==> config.mk <==
export PLATFORM = sky130hd
export DESIGN_NAME = fifo_rd_packer
export DESIGN_NICKNAME = d
export VERILOG_FILES = /design/src/rtl/fifo_rd_packer.sv
export SDC_FILE = /design/constraint.sdc
export NUM_CORES = 1
export LEC_CHECK = 0
export ABC_AREA = 1
export CAP_MARGIN = 10
export CORE_MARGIN = 5
export CORE_UTILIZATION = 60
export CTS_BUF_LIST = sky130_fd_sc_hd__clkbuf_4
export DETAILED_ROUTE_END_ITERATION = 16
export PLACE_DENSITY = 0.95
export REMOVE_ABC_BUFFERS = 1
export SETUP_SLACK_MARGIN = 0.02
export SYNTH_ARGS = -nofsm -noshare
export SYNTH_HDL_FRONTEND = slang
export SYNTH_SLANG_ARGS = --single-unit
export TNS_END_PERCENT = 1
==> constraint.sdc <==
create_clock -name rclk -period 8.1 [get_ports rclk]
set_clock_uncertainty 0.15 [all_clocks]
set_input_delay 1.62 -clock rclk [delete_from_list [all_inputs] [get_ports rclk]]
set_output_delay 1.62 -clock rclk [all_outputs]
set_load 0.05 [all_outputs]
==> src/rtl/fifo_rd_packer.sv <==
// Read-side packer for fifo1. It pops DSIZE-bit entries and packs PACK of
// them into one word, which is offered downstream on a valid/ready port.
module fifo_rd_packer #(
  parameter int DSIZE = 8,
  parameter int PACK  = 4,
  parameter int CNTW  = 16
) (
  input  logic                       rclk,
  input  logic                       rrst,
  input  logic                       rempty,
  input  logic [DSIZE-1:0]           rdata,
  output logic                       rinc,
  input  logic                       flush,
  output logic                       out_valid,
  input  logic                       out_ready,
  output logic [DSIZE*PACK-1:0]      out_data,
  output logic [$clog2(PACK+1)-1:0]  out_nbytes,
  output logic [CNTW-1:0]            word_cnt
);

  localparam int NW = $clog2(PACK+1);
  localparam int W  = DSIZE*PACK;

  typedef enum logic {FILL, HOLD} state_t;

  state_t          state;
  logic [NW-1:0]   idx;
  logic [NW-1:0]   n;
  logic [W-1:0]    acc;
  logic [W-1:0]    acc_nxt;
  logic            pop;
  logic            last;
  logic            emit;

  // Pop is gated by reset so fifo1 sees no strobe while we are held.
  assign rinc = !rrst && (state == FILL) && !rempty;
  assign pop  = rinc;
  assign n    = idx + NW'(pop);
  assign last = pop && (idx == NW'(PACK-1));
  assign emit = last || (flush && (n != '0));

  always_comb begin
    acc_nxt = acc;
    for (int i = 0; i < PACK; i++) begin
      if (pop && (idx == NW'(i)))
        acc_nxt[i*DSIZE +: DSIZE] = rdata;
    end
  end

  // Lanes are staged in acc so out_data moves only on load and clear.
  always_ff @(posedge rclk or posedge rrst) begin
    if (rrst) begin
      state      <= FILL;
      idx        <= '0;
      acc        <= '0;
      out_valid  <= 1'b0;
      out_data   <= '0;
      out_nbytes <= '0;
      word_cnt   <= '0;
    end else begin
      unique case (state)
        FILL: begin
          if (emit) begin
            state      <= HOLD;
            out_valid  <= 1'b1;
            out_data   <= acc_nxt;
            out_nbytes <= n;
            acc        <= '0;
            idx        <= '0;
          end else if (pop) begin
            acc <= acc_nxt;
            idx <= n;
          end
        end
        HOLD: begin
          if (out_ready) begin
            state      <= FILL;
            out_valid  <= 1'b0;
            out_data   <= '0;
            out_nbytes <= '0;
            word_cnt   <= word_cnt + CNTW'(1);
          end
        end
        default: state <= FILL;
      endcase
    end
  end

endmodule

==> results of run 1 <==
[power breakdown]
group	switching, µW	internal [µW]
registers	65.1	516
logic	453	180
clock network	143	120
total	662	816
[sequential cells by signal (all words and copies together), names as in the netlist]
| name | count |
|---|---|
| out_valid | 1 |
| state | 1 |
| idx | 3 |
| out_data | 32 |
| acc | 32 |
| out_nbytes | 3 |
| word_cnt | 16 |
[per-layer routing]
metal  vias to the layer above  track usage [%]
met5                         -                0
met4                         0            12.50
met1                      1756            29.95
met2                       141            40.75
li1                       1732                -
met3                        28            5.179
[worst paths after layout]
path	from	slack, ns	endpoint	depth (start not counted)
max in group asynchronous	rrst	5.36	word_cnt[2]$_DFFE_PP0P_	3
hold / removal	acc[20]$_DFFE_PP0P_	0.34	acc[20]$_DFFE_PP0P_	2
setup reg to reg	state$_DFF_PP0_	4.78	out_data[28]$_DFFE_PP0P_	13
hold reg to reg	acc[20]$_DFFE_PP0P_	0.34	acc[20]$_DFFE_PP0P_	2
min in group asynchronous	rrst	1.71	state$_DFF_PP0_	3
setup / recovery	rrst	2.70	rinc	5
[logic make-up after synthesis]
group / after synthesis
DFF: 88
and+or+nand+nor: 352
xor gates and xnor gates: 13
buffers and inverters: 50
AOI/OAI and AO/OA: 12
adders and majority gates: 3
[cells in the mapped netlist, drive strengths merged]
library cell / number
a21oi: 2
a31oi: 1
buf: 20
dfrtp: 88
ha: 3
inv: 30
nand2: 253
nand3: 58
nand3b: 1
nand4: 4
nor2: 32
nor3: 4
o21ai: 9
xnor2: 4
xor2: 9
[cell usage in the layout (no fill, tap or decap), drive strengths merged]
master         synthesis  final
nand4                  4      4
o21ai                  9      9
nand2                253    253
inv                   30     29
ha                     3      3
nor3                   4      4
nand3b                 1      1
xor2                   9      9
clkdlybuf4s50          0     65
nand3                 58     58
buf                   20      3
nor2                  32     32
clkinv                 0      4
bufinv                 0      2
a31oi                  1      1
dfrtp                 88     88
xnor2                  4      4
clkbuf                 0      9
a21oi                  2      2
[cell type report]
type                       count  area share (%)
clock buffer                   9           1.315
clock inverter                 5           1.437
inverter                      30           2.314
multi-input combinational    380           36.56
sequential                    88           42.86
tap                           99           2.411
timing repair buffer          68           13.10
[critical path: cells and delay by family]
kind | cells | cell delay (ns)
buffers and inverters | 3 | 1.67
and+or+nand+nor | 2 | 0.32
[metrics by stage]
stage / cells / setup slack (ns) / hold slack [ns] / instance area, µm² / util (%)
2_1_floorplan: 498 / 3.531 / 0.2922 / 4189 / -
3_3_place_gp: 665 / 2.742 / 0.3034 / 4996 / 70.00
3_5_place_dp: 665 / 2.717 / 0.3086 / 4996 / 70.00
4_1_cts: 679 / 2.718 / 0.3385 / 5137 / 71.98
5_1_grt: 679 / 2.608 / 0.3637 / 5137 / 71.98
6_report: 679 / 2.700 / 0.3416 / 5137 / 71.98
==> impl_results.md, run 1 <==
- Pin count of the biggest net entering global routing: 89
- Met2 routed wirelength: 4.942 mm
- Power Density: 287.7 nW/µm²
- Endpoint type of the worst setup path: primary output
- Count of mapped cells out of synthesis: 518
- Top-area cell type share of the netlist area: 50.94%
- Avg Cell Area, Syn: 8.345 µm²
- Total power: 1478 µW
- Crit-path slowest cell: clkdlybuf4s50_1
- Simple-gate area share of the yosys netlist: 38.32%
- Worst Max-Slew Pin Slew: 1.100 ns
- I/O pin count: 66
- Grt ovf: 0
- CTS resizes: 0
- Register area share after synthesis: 50.94%
- Setup TNS: 0 ns
- Worst skew pair latency: 0.44 ns
- CTS tree: yes
- Mapped cell area: 4323 µm²
- Pins Over Slew Limit: 0
- CP cell instances: clkdlybuf4s50_1 -> nor2_1 -> nand2_4 -> inv_2 -> clkdlybuf4s50_1
- Synth top area cells: dfrtp_1 51%, nand2_1 22%, nand3_2 6.7%
- First-pass iteration count of the detailed router: 5
- Longest Clk Path Bufs: 2
- Final Cycle Share: 66.66%
- Floorplan row count: 31
- Post-Synth XOR/XNOR Area: 2.634%
- CTS buffer count: 9
- DRT Wirelength: 10.00 mm
- #FFs+latches synth: 88
- Gr usage total: 24.46%
- Hold crit path type: reg -> reg
- VDD IR-drop max: 175.2 µV
- Critical path required time: 6.33 ns
- Antenna violations before repair: 0
- Core ar.: 7137 µm²
- Cell leakage power: 0.002698 µW
- Cts hold-fix bufs: 0
- Yosys warns: 0
- Largest stage delay, worst path: 0.89 ns
- Initial Util: 60.57%
- Largest area contributor in the netlist: dfrtp_1
- Via count: 3,657
- Metal3 WL: 642 µm
- Fin. Hold Viols: 0
- Layout cell share with drive strength beyond 1: 11.03%
- Global-route wire length before repair: 17.19 mm
- Arr. time, crit path: 3.63 ns
- Compound-Gate Fraction of Synth Area: 1.418%
- Number of global-route vias before repair: 3,813
- Number of diodes: 0
- CTS clk-pin slew, worst paths: 0.12 ns
- Mux cell area share after synthesis: 0%
- Die ar.: 9002 µm²
- Most used cell, CP: clkdlybuf4s50_1
- Reg area: 2202 µm²
- DR top layer: met4
- Postcts setup bufs: 0
- DRC Markers: 0
- WS Path Type: in -> out
- Count of nets left with antenna violations after detail routing: 0
- Area growth from synthesis to layout: 18.84%
- Routed length per instance: 14.73 µm
- Post-DP HPWL: 6.896 mm
- Max Fclk: 185.2 MHz
- # clock sinks: 88
- DIE WIDTH: 94.88 µm
- Status: finished, final reports clean
- Final setup viols: 0
- Synth Area in Adders: 0.8683%
- RSZ-0062 raised after global routing: false
- Placer Congestion: 0.8143
- Vias per cell: 5.386
- Initial DRC count: 197
- Worst Path Max Fanout: 24
- Largest family of logic cells by synthesized area: simple AND/OR/NAND/NOR gates
- Relative max-transition margin: 26.66%
- Multi-input combinational cell area: 1878 µm²
- M1 WL: 4.154 mm
- Number of fill cells in the layout: 545
- H-tree Lvls: 3
- Crit path time final: 5.400 ns
- Buffers on Ports: 65
- Count of cell types in the netlist: 29
- Root buffer cell: clkbuf_4
- Post-layout nets: 593
- DIE HEIGHT: 94.88 µm
- # Max-Cap Violations: 0
- Startpoint Class: input port
No activity file was read; power rests on OpenSTA's default activity.
==> inputs of run 2 (changes only) <==
Settings changed: CORE_UTILIZATION 60 to 56, PLACE_DENSITY 0.95 to 0.94.
Clock period 8.1 ns to 5.65 ns, I/O delays scaled along.
==> run 2 against run 1 <==
Effect of this change:
- cell count rose by 0.88%
- global-route usage fell by 2.5 points
- sequential cell count did not move
- first-iteration DRC count rose by 56%
- sequential share of layout area fell by 0.12 points
- count of clock-buffer cells in the layout did not move
- sequential power rose by 43%
- worst setup slack got worse by 1.5 ns
- largest cell class unchanged
==> impl_results.md, run 2 (same netlist as run 1, synthesis figures left out) <==
- Floorplan row count: 32 (was 31)
- # clock sinks: 88 (unchanged)
- Worst Path Max Fanout: 24 (unchanged)
- Initial DRC count: 307 (was 197)
- I/O pin count: 66 (unchanged)
- DRC Markers: 0 (unchanged)
- Post-layout nets: 594 (was 593)
- DIE WIDTH: 97.86 µm (was 94.88 µm)
- Largest regs: acc: 32 flops, out_data: 32 flops, word_cnt: 16 flops (unchanged)
- Gr usage total: 21.93% (was 24.46%)
- Total power: 2113 µW (was 1478 µW)
- Pin count of the biggest net entering global routing: 52 (was 89)
- Final Cell Area: 5152 µm² (was 5137 µm²)
- Vias per cell: 5.343 (was 5.386)
- Cell leakage power: 0.002700 µW (was 0.002698 µW)
- Critical path required time: 4.37 ns (was 6.33 ns)
- Arr. time, crit path: 3.14 ns (was 3.63 ns)
- CTS resizes: 0 (unchanged)
- DP Area: 5007 µm² (was 4996 µm²)
- Routed length per instance: 14.36 µm (was 14.73 µm)
- RR Startpoint: state$_DFF_PP0_ (unchanged)
- First-pass iteration count of the detailed router: 5 (unchanged)
- Most common cell after layout, fill and taps aside: nand2_1 (unchanged)
- Cts hold-fix bufs: 0 (unchanged)
- Die ar.: 9577 µm² (was 9002 µm²)
- CTS buffer count: 9 (unchanged)
- Final setup viols: 0 (unchanged)
- Layout cell share with drive strength beyond 1: 11.66% (was 11.03%)
- Fin. Hold Viols: 0 (unchanged)
- Worst Hold Launch: acc[25]$_DFFE_PP0P_ (was acc[20]$_DFFE_PP0P_)
- Worst skew pair latency: 0.46 ns (was 0.44 ns)
- Worst Setup SP: rrst (unchanged)
- Setup TNS: 0 ns (unchanged)
- Buffers on Ports: 65 (unchanged)
- Worst Max-Slew Pin Slew: 0.8815 ns (was 1.100 ns)
- Root buffer cell: clkbuf_4 (unchanged)
- Hold crit path type: reg -> reg (unchanged)
- # Max-Cap Violations: 0 (unchanged)
- CTS clk-pin slew, worst paths: 0.14 ns (was 0.12 ns)
- Status: finished, final reports clean (unchanged)
- Final Cycle Share: 78.15%
- Endpoint type of the worst setup path: primary output (unchanged)
- Relative max-transition margin: 41.23% (was 26.66%)
- Number of diodes: 0 (unchanged)
- WS Path Type: in -> out (unchanged)
- Initial Util: 56.83% (was 60.57%)
- Most frequent cells in the layout: 247 x nand2_1, 88 x dfrtp_1, 65 x clkdlybuf4s50_1 (unchanged)
- Post-DP HPWL: 6.906 mm (was 6.896 mm)
- Postcts setup bufs: 0 (unchanged)
- Placer Congestion: 0.9053 (was 0.8143)
- VDD IR-drop max: 331.4 µV (was 175.2 µV)
- CTS tree: yes (unchanged)
- Count of nets left with antenna violations after detail routing: 0 (unchanged)
- Number of global-route vias before repair: 3,820 (was 3,813)
- Crit path time final: 4.416 ns
- DRT Wirelength: 9.836 mm (was 10.00 mm)
- Area growth from synthesis to layout: 19.19% (was 18.84%)
- Grt ovf: 0 (unchanged)
- Startpoint Class: input port (unchanged)
- DIE HEIGHT: 97.86 µm (was 94.88 µm)
- RSZ-0062 raised after global routing: false (unchanged)
- Pins Over Slew Limit: 0 (unchanged)
- Antenna violations before repair: 0 (unchanged)
- Core ar.: 7607 µm² (was 7137 µm²)
- H-tree Lvls: 3 (unchanged)
- Longest Clk Path Bufs: 2 (unchanged)
- Hold WS: 0.3412 ns (was 0.3416 ns)
- Max Fclk: 226.5 MHz
- Power Density: 410.1 nW/µm² (was 287.7 nW/µm²)
- Via count: 3,660 (was 3,657)
- Global-route wire length before repair: 17.38 mm (was 17.19 mm)
-- run 2: changes by cell type in the layout (fill, tap and decap cells not counted) --
cell | before | now
clkinv_4 | 0 | 2
inv_6 | 0 | 2
buf_4 | 3 | 4
bufinv_16 | 2 | 1
clkinv_1 | 1 | 0
clkinv_2 | 3 | 2
clkinvlp_4 | 0 | 1
-- run 2: layer usage --
| layer | part of all wire, % | global-route usage, % | wire length, µm |
|---|---|---|---|
| met5 | 0 | 0 | 0 |
| met4 | 2.5 | 10.01 | 248 |
| met3 | 6.3 | 4.143 | 617 |
| met2 | 51 | 37.54 | 5012 |
| met1 | 40 | 26.89 | 3957 |
-- run 2: path summary, 6_finish.rpt --
check | to | slack [ns] | depth (start not counted)
max reg2reg | out_data[15]$_DFFE_PP0P_ | 2.60 | 13
max | rinc | 1.23 | 5
max in group asynchronous | out_data[3]$_DFFE_PP0P_ | 3.38 | 3
min | acc[25]$_DFFE_PP0P_ | 0.34 | 2
min in group asynchronous | acc[4]$_DFFE_PP0P_ | 1.00 | 2
min reg2reg | acc[25]$_DFFE_PP0P_ | 0.34 | 2
-- run 2: report_power, final --
| group | switching, µW | total [µW] | internal [µW] | leakage, µW |
|---|---|---|---|---|
| Sequential | 89.6 | 829 | 739 | 0.00119 |
| Clock | 231 | 370 | 139 | 0.0000769 |
| Combinational | 652 | 914 | 262 | 0.00143 |
| Total | 973 | 2110 | 1140 | 0.00270 |
-- run 2: through the flow --
step | setup WS, ns | cells | utilization (%)
floorplan | 1.571 | 498 | -
CTS | 1.242 | 685 | 67.73
global placement | 1.257 | 669 | 65.82
global route | 1.154 | 685 | 67.73
detailed placement | 1.254 | 669 | 65.82
finish | 1.234 | 685 | 67.73
-- run 2: area by class of cell --
class	count	area [µm²]
clock inverters	7	77.57
repair buffers	69	680.7
fillers	577	2455
well taps	102	127.6
inverters	30	118.9
multi-input cells	380	1878
clock buffers	9	67.56
flip-flops and latches	88	2202
-- run 2: worst max-delay path, stage by stage --
cell and delay (ns):
clkdlybuf4s50_1 0.43, nor2_1 0.20, nand2_4 0.13, inv_2 0.35, clkdlybuf4s50_1 0.89
==> edit 1 (settings of run 2) <==
The parameter `DSIZE` goes from 8 to 16.
--- a/src/rtl/fifo_rd_packer.sv
+++ b/src/rtl/fifo_rd_packer.sv
@@ -1,7 +1,7 @@
 // Read-side packer for fifo1. It pops DSIZE-bit entries and packs PACK of
 // them into one word, which is offered downstream on a valid/ready port.
 module fifo_rd_packer #(
-  parameter int DSIZE = 8,
+  parameter int DSIZE = 16,
   parameter int PACK  = 4,
   parameter int CNTW  = 16
 ) (
Ports: changed (resized out_data and rdata); port bits go from 66 to 106. The function was not compared with the original's and may differ.
==> edit 1 against run 2 <==
Worst hold slack got worse by 0.0092 ns; critical path depth did not move; global-route usage rose by 1.4 points; sequential cell count rose by 64; first-iteration DRC count rose by 100%; final area rose by 59%; setup slack got worse by 0.026 ns; synthesized area rose by 60%; clock power rose by 42%; power rose by 66%; sequential share of layout area rose by 3.6 points; count of clock-buffer cells in the layout rose by 12; routed wire length rose by 68%; largest power group unchanged; highest routed layer unchanged.
==> edit 1: results (changes against run 2) <==
Logic synthesis
  – Synth Area in Adders: 0.00544 (-0.00324)
  – Mux contribution to synthesized area: 0 (unchanged)
  – Flop and latch count out of synthesis: 152 (+73%)
  – Synth Area in XOR/XNOR: 0.0127 (-0.0136)
  – Fraction of registers with async set/reset: 1.00 (unchanged)
  – Synth Warn #: 0 (unchanged)
  – Seq/Total Area, Yosys: 0.551 (+0.0417)
  – Avg Cell Area, Syn: 8.00 um2 (-4.2%)
  – Ranking of synthesized cells by area: dfrtp_1 55%, nand2_1 19%, nand3_1 10%
  – Compound-cell area share of the yosys netlist: 0.0613 (+0.0471)
  – Commonest cells post-synth: 341 x nand2_1, 152 x dfrtp_1, 140 x nand3_1, 62 x o21ai_0, 35 x inv_1
  – Synth Cell Area: 6900 um2 (+60%)
  – Post-synth cell types: 24 (-17%)

Final layout
  – # fillers: 950 (+65%)
  – Multi-input gate area: 2730 um2 (+46%)
  – Multi-In Gates: 619 (+63%)
  – Nets: 965 (+62%)
  – Bufs w/o clock: 114 (+65%)
  – Storage cell area: 3800 um2 (+73%)
  – Share of layout cells above drive strength 1: 0.0463 (-0.0704)
  – Data buffer area share: 0.136 (+0.00428)
  – Largest regs: acc (64), out_data (64), word_cnt (16)
  – CLK BUF: 21 (+12)
  – Clock-cell share: 0.0235 (-0.00468)
  – Antenna diode count: 0 (unchanged)
  – Non-clock inverters: 37 (+23%)

Power and ir drop
  – Clk pwr: 0.000527 W (+42%)
  – Leakage: 4.22 nW (+56%)
  – Cell Int Power: 0.00190 W (+67%)
  – Part of the power in combinational logic: 0.441 (+0.008)
  – Maximum vdd drop: 0.266 mV (-20%)

CTS
  – Worst skew pair latency: 0.55 ns (+0.09 ns)
  – Reg clk slew, reported paths: 0.10 ns (-0.04 ns)
  – H-tree Lvls: 4 (+1)
  – TritonCTS Buffers: 17 (+8)

STA
  – Worst Tran Pin Value: 1.09 ns (+0.207 ns)

Global routing
  – Initial antenna violation count: 0 (unchanged)
  – First-pass GRT wire length: 27600 um (+59%)
  – GR Util met1: 0.312 (+0.0430)
  – Met2 Use GR: 0.371 (-0.00478)
  – Largest net degree at the start of global routing: 78 (+50%)
  – GRT Util Overall: 0.234 (+0.0143)
  – Vias in the first global route: 5833 (+53%)
  – GR Util met3: 0.0531 (+0.0117)

Placed design
  – PortBufs: 105 (+62%)
  – Dpl ws: 0.915 ns (-0.339 ns)
  – HPWL after DPL: 10500 um (+52%)
  – Placed Area: 8010 um2 (+60%)
  – Placed Cells: 1090 (+63%)
  – Gpl congestion: 0.828 (-8.5%)

Routing
  – Routed vias/inst: 5.51 (+3.1%)
  – Met1 wire length: 6890 um (+74%)
  – Drt pass-1 iters: 6 (+1)
  – Via count: 6166 (+68%)
  – Routed wire length: 16500 um (+68%)
  – Drt initial violations: 627 (+100%)
  – Met3 wire length: 1140 um (+84%)
  – Metal2 WL: 8150 um (+63%)

Status
  – Status: finished clean

Worst setup path
  – CP arrival: 3.16 ns (+0.02 ns)
-- edit 1: worst max-delay path, stage by stage --
cell and delay [ns]:
clkdlybuf4s50_1 0.47, inv_6 0.21, nand2_1 0.13, nor2_4 0.32, clkdlybuf4s50_1 0.89
-- edit 1: stage by stage --
step	hold WS [ns]	utilization	total power [W]
after floorplan	0.292	-	0.00246
after global placement	0.303	0.664	0.00295
after detailed placement	0.308	0.664	0.00300
after CTS	0.335	0.680	0.00352
after global routing	0.353	0.680	0.00373
final	0.332	0.680	0.00351
-- edit 1: worst paths after layout --
kind / cells after the start / slack (ns) / start / to
max: 5 / 1.21 / rrst / rinc
min: 2 / 0.33 / acc[45] / acc[45]
max reg2reg: 14 / 2.28 / state / acc[25]
min reg2reg: 2 / 0.33 / acc[45] / acc[45]
max in group asynchronous: 3 / 3.52 / rrst / acc[63]
min in group asynchronous: 2 / 0.73 / rrst / state
==> edit 2 (config.mk and constraints of run 2) <==
Without the edit above. Put one more register stage on the output `word_cnt`. The value now appears one clock later. The other outputs are not delayed to match.
--- a/src/rtl/fifo_rd_packer.sv
+++ b/src/rtl/fifo_rd_packer.sv
@@ -22,6 +22,8 @@
   localparam int W  = DSIZE*PACK;
 
   typedef enum logic {FILL, HOLD} state_t;
+
+  logic [CNTW-1:0] word_cnt_s0;
 
   state_t          state;
   logic [NW-1:0]   idx;
@@ -56,7 +58,7 @@
       out_valid  <= 1'b0;
       out_data   <= '0;
       out_nbytes <= '0;
-      word_cnt   <= '0;
+      word_cnt_s0 <= '0;
     end else begin
       unique case (state)
         FILL: begin
@@ -78,7 +80,7 @@
             out_valid  <= 1'b0;
             out_data   <= '0;
             out_nbytes <= '0;
-            word_cnt   <= word_cnt + CNTW'(1);
+            word_cnt_s0 <= word_cnt_s0 + CNTW'(1);
           end
         end
         default: state <= FILL;
@@ -86,5 +88,9 @@
     end
   end
 
+  always_ff @(posedge rclk) begin
+    word_cnt <= word_cnt_s0;
+  end
+
 endmodule
 
Function: changed (Yosys sat finds a counterexample within 4 cycles, from zero or initial values and one cycle with rrst high).
==> edit 2 against run 2 <==
First-iteration DRC count fell by 37%; global-route usage is 1.4 points lower; combinational power decreased by 3.9%; non-clock buffer count decreased by 2; die area rose by 3.9%; setup slack gained 0.26 ns; worst hold slack got worse by 0.071 ns; synthesized area grew 4.3%; sequential cell count increased by 16; final area increased by 3.7%; routed wire length down 1.5%; power rose by 6.6%; sequential share of layout area increased by 4.5 points; critical path type unchanged; largest power group is now registers.
==> edit 2: results (changes against run 2) <==
Status
  – Status: finished clean

STA
  – Worst Tran Pin Value: 1.10 ns (+0.219 ns)
  – Setup TNS Final: 0 ns (unchanged)

Routing
  – Routed wire length: 9690 um (-1.5%)
  – Via count: 3672 (+0.33%)
  – Drt initial violations: 194 (-37%)
  – Drt pass-1 iters: 5 (unchanged)

Final layout
  – Share of layout cells above drive strength 1: 0.0873 (-0.0293)
  – Largest regs: acc (32), out_data (32)
  – Nets: 595 (+0.17%)
  – Non-Filler Instances: 686 (+0.15%)

CTS
  – Worst skew pair latency: 0.44 ns (-0.02 ns)
  – Clock Path Buffers: 2 (unchanged)
  – PostCTS Resize Cnt: 0 (unchanged)
  – Clock root buffer: clkbuf_4
  – Reg clk slew, reported paths: 0.13 ns
  – TritonCTS Buffers: 9 (unchanged)

Placed design
  – PortBufs: 65 (unchanged)
  – Placed Cells: 670 (+0.15%)
  – Gpl congestion: 0.909 (+0.42%)
  – HPWL after DPL: 6550 um (-5.2%)

Min path
  – HP Class: reg -> reg

Global routing
  – Vias in the first global route: 3560 (-6.8%)
  – First-pass GRT wire length: 16600 um (-4.6%)
  – Largest net degree at the start of global routing: 58 (+12%)
  – GRT Util Overall: 0.206 (-0.0138)
  – Initial antenna violation count: 0 (unchanged)

Worst setup path
  – Crit-path max FO: 9 (-63%)
  – CP arrival: 2.87 ns (-0.27 ns)
  – R2r endpoint: acc[3]
  – R2R setup slack: 2.52 ns (-0.08 ns)
  – R2R cell count: 12 (-1)

Logic synthesis
  – Synthesized instance count: 521 (+0.58%)
  – Seq/Total Area, Yosys: 0.559 (+0.0498)
  – Synth Warn #: 0 (unchanged)
  – Predominant post-synthesis flop cell: dfrtp_1
  – Ranking of synthesized cells by area: dfrtp_1 49%, nand2_1 19%, dfxtp_1 7.1%
  – Commonest cells post-synth: 232 x nand2_1, 88 x dfrtp_1, 27 x inv_1, 27 x nand3_1, 22 x nor2_1
  – Fraction of registers with async set/reset: 0.846 (-0.154)
  – Post-synth cell types: 28 (-3.4%)

Power and ir drop
  – Maximum vdd drop: 0.349 mV (+5.2%)
  – Leakage: 2.71 nW (+0.22%)
## edit 2: changes by cell type in the layout (fill, tap and decap cells not counted), sizes merged, moves of 2 or more
cell          run 2  this run
dfxtp             0        16
nand2           253       238
o21ai             9        29
nand4             4         6
nor2             32        25
nand3            58        46
buf               4         2
## edit 2: logic make-up (layout without fill, tap and decap cells)
group                      Yosys count  after routing  share of synthesized area
buffers and inverters               52            115                     0.0541
adders and majority gates            3              3                    0.00832
xor gates and xnor gates            12             12                     0.0233
and+or+nand+nor                    320            320                      0.322
DFF                                104            104                      0.559
AOI/OAI and AO/OA                   30             30                     0.0333
## edit 2: cell type report
class / instances / area (um2)
Sequential cell: 104 / 2520
Fill cell: 581 / 2420
Multi-Input combinational cell: 365 / 1750
Timing Repair Buffer: 67 / 666
Tap cell: 102 / 128
Inverter: 32 / 124
Clock inverter: 6 / 83.8
Clock buffer: 10 / 75.1
## edit 2: metal layers
metal  vias to the layer above  GRT usage  wire (um)
li1                       1748          -          -
met1                      1736      0.269       3950
met2                       161      0.331       4790
met3                        27     0.0470        685
met4                         0     0.0830        265
met5                         -          0          0
## edit 2: how the worst min path moves through the flow
stage / slack [ns] / end / cells after the start / startpoint
after floorplan: 0.21 / word_cnt[13] / 0 / word_cnt_s0[13]
after global placement: 0.22 / word_cnt[13] / 0 / word_cnt_s0[13]
after CTS: 0.27 / word_cnt[15] / 0 / word_cnt_s0[15]
after global routing: 0.28 / word_cnt[15] / 0 / word_cnt_s0[15]
final: 0.27 / word_cnt[15] / 0 / word_cnt_s0[15]
after detailed placement: 0.24 / word_cnt[15] / 0 / word_cnt_s0[15]
## edit 2: power by group
part / internal (W) / total, W / leakage [nW] / switching, W
sequential: 0.000865 / 0.000960 / 1.33 / 0.0000951
combinational: 0.000246 / 0.000878 / 1.29 / 0.000631
clock: 0.000183 / 0.000415 / 0.0817 / 0.000233
total: 0.00129 / 0.00225 / 2.71 / 0.000959
## edit 2: stage by stage
| stage | power [W] | setup slack [ns] | instance area, um2 |
|---|---|---|---|
| 2_1_floorplan | 0.00157 | 2.09 | 4390 |
| 3_3_place_gp | 0.00182 | 1.52 | 5190 |
| 3_5_place_dp | 0.00185 | 1.43 | 5190 |
| 4_1_cts | 0.00226 | 1.50 | 5350 |
| 5_1_grt | 0.00238 | 1.42 | 5350 |
| 6_report | 0.00225 | 1.50 | 5350 |
## edit 2: worst max-delay path, cell delays in order
cell,delay (ns)
clkdlybuf4s50_1,0.45
nor2_2,0.16
nand2_4,0.12
inv_2,0.17
clkdlybuf4s50_1,0.84
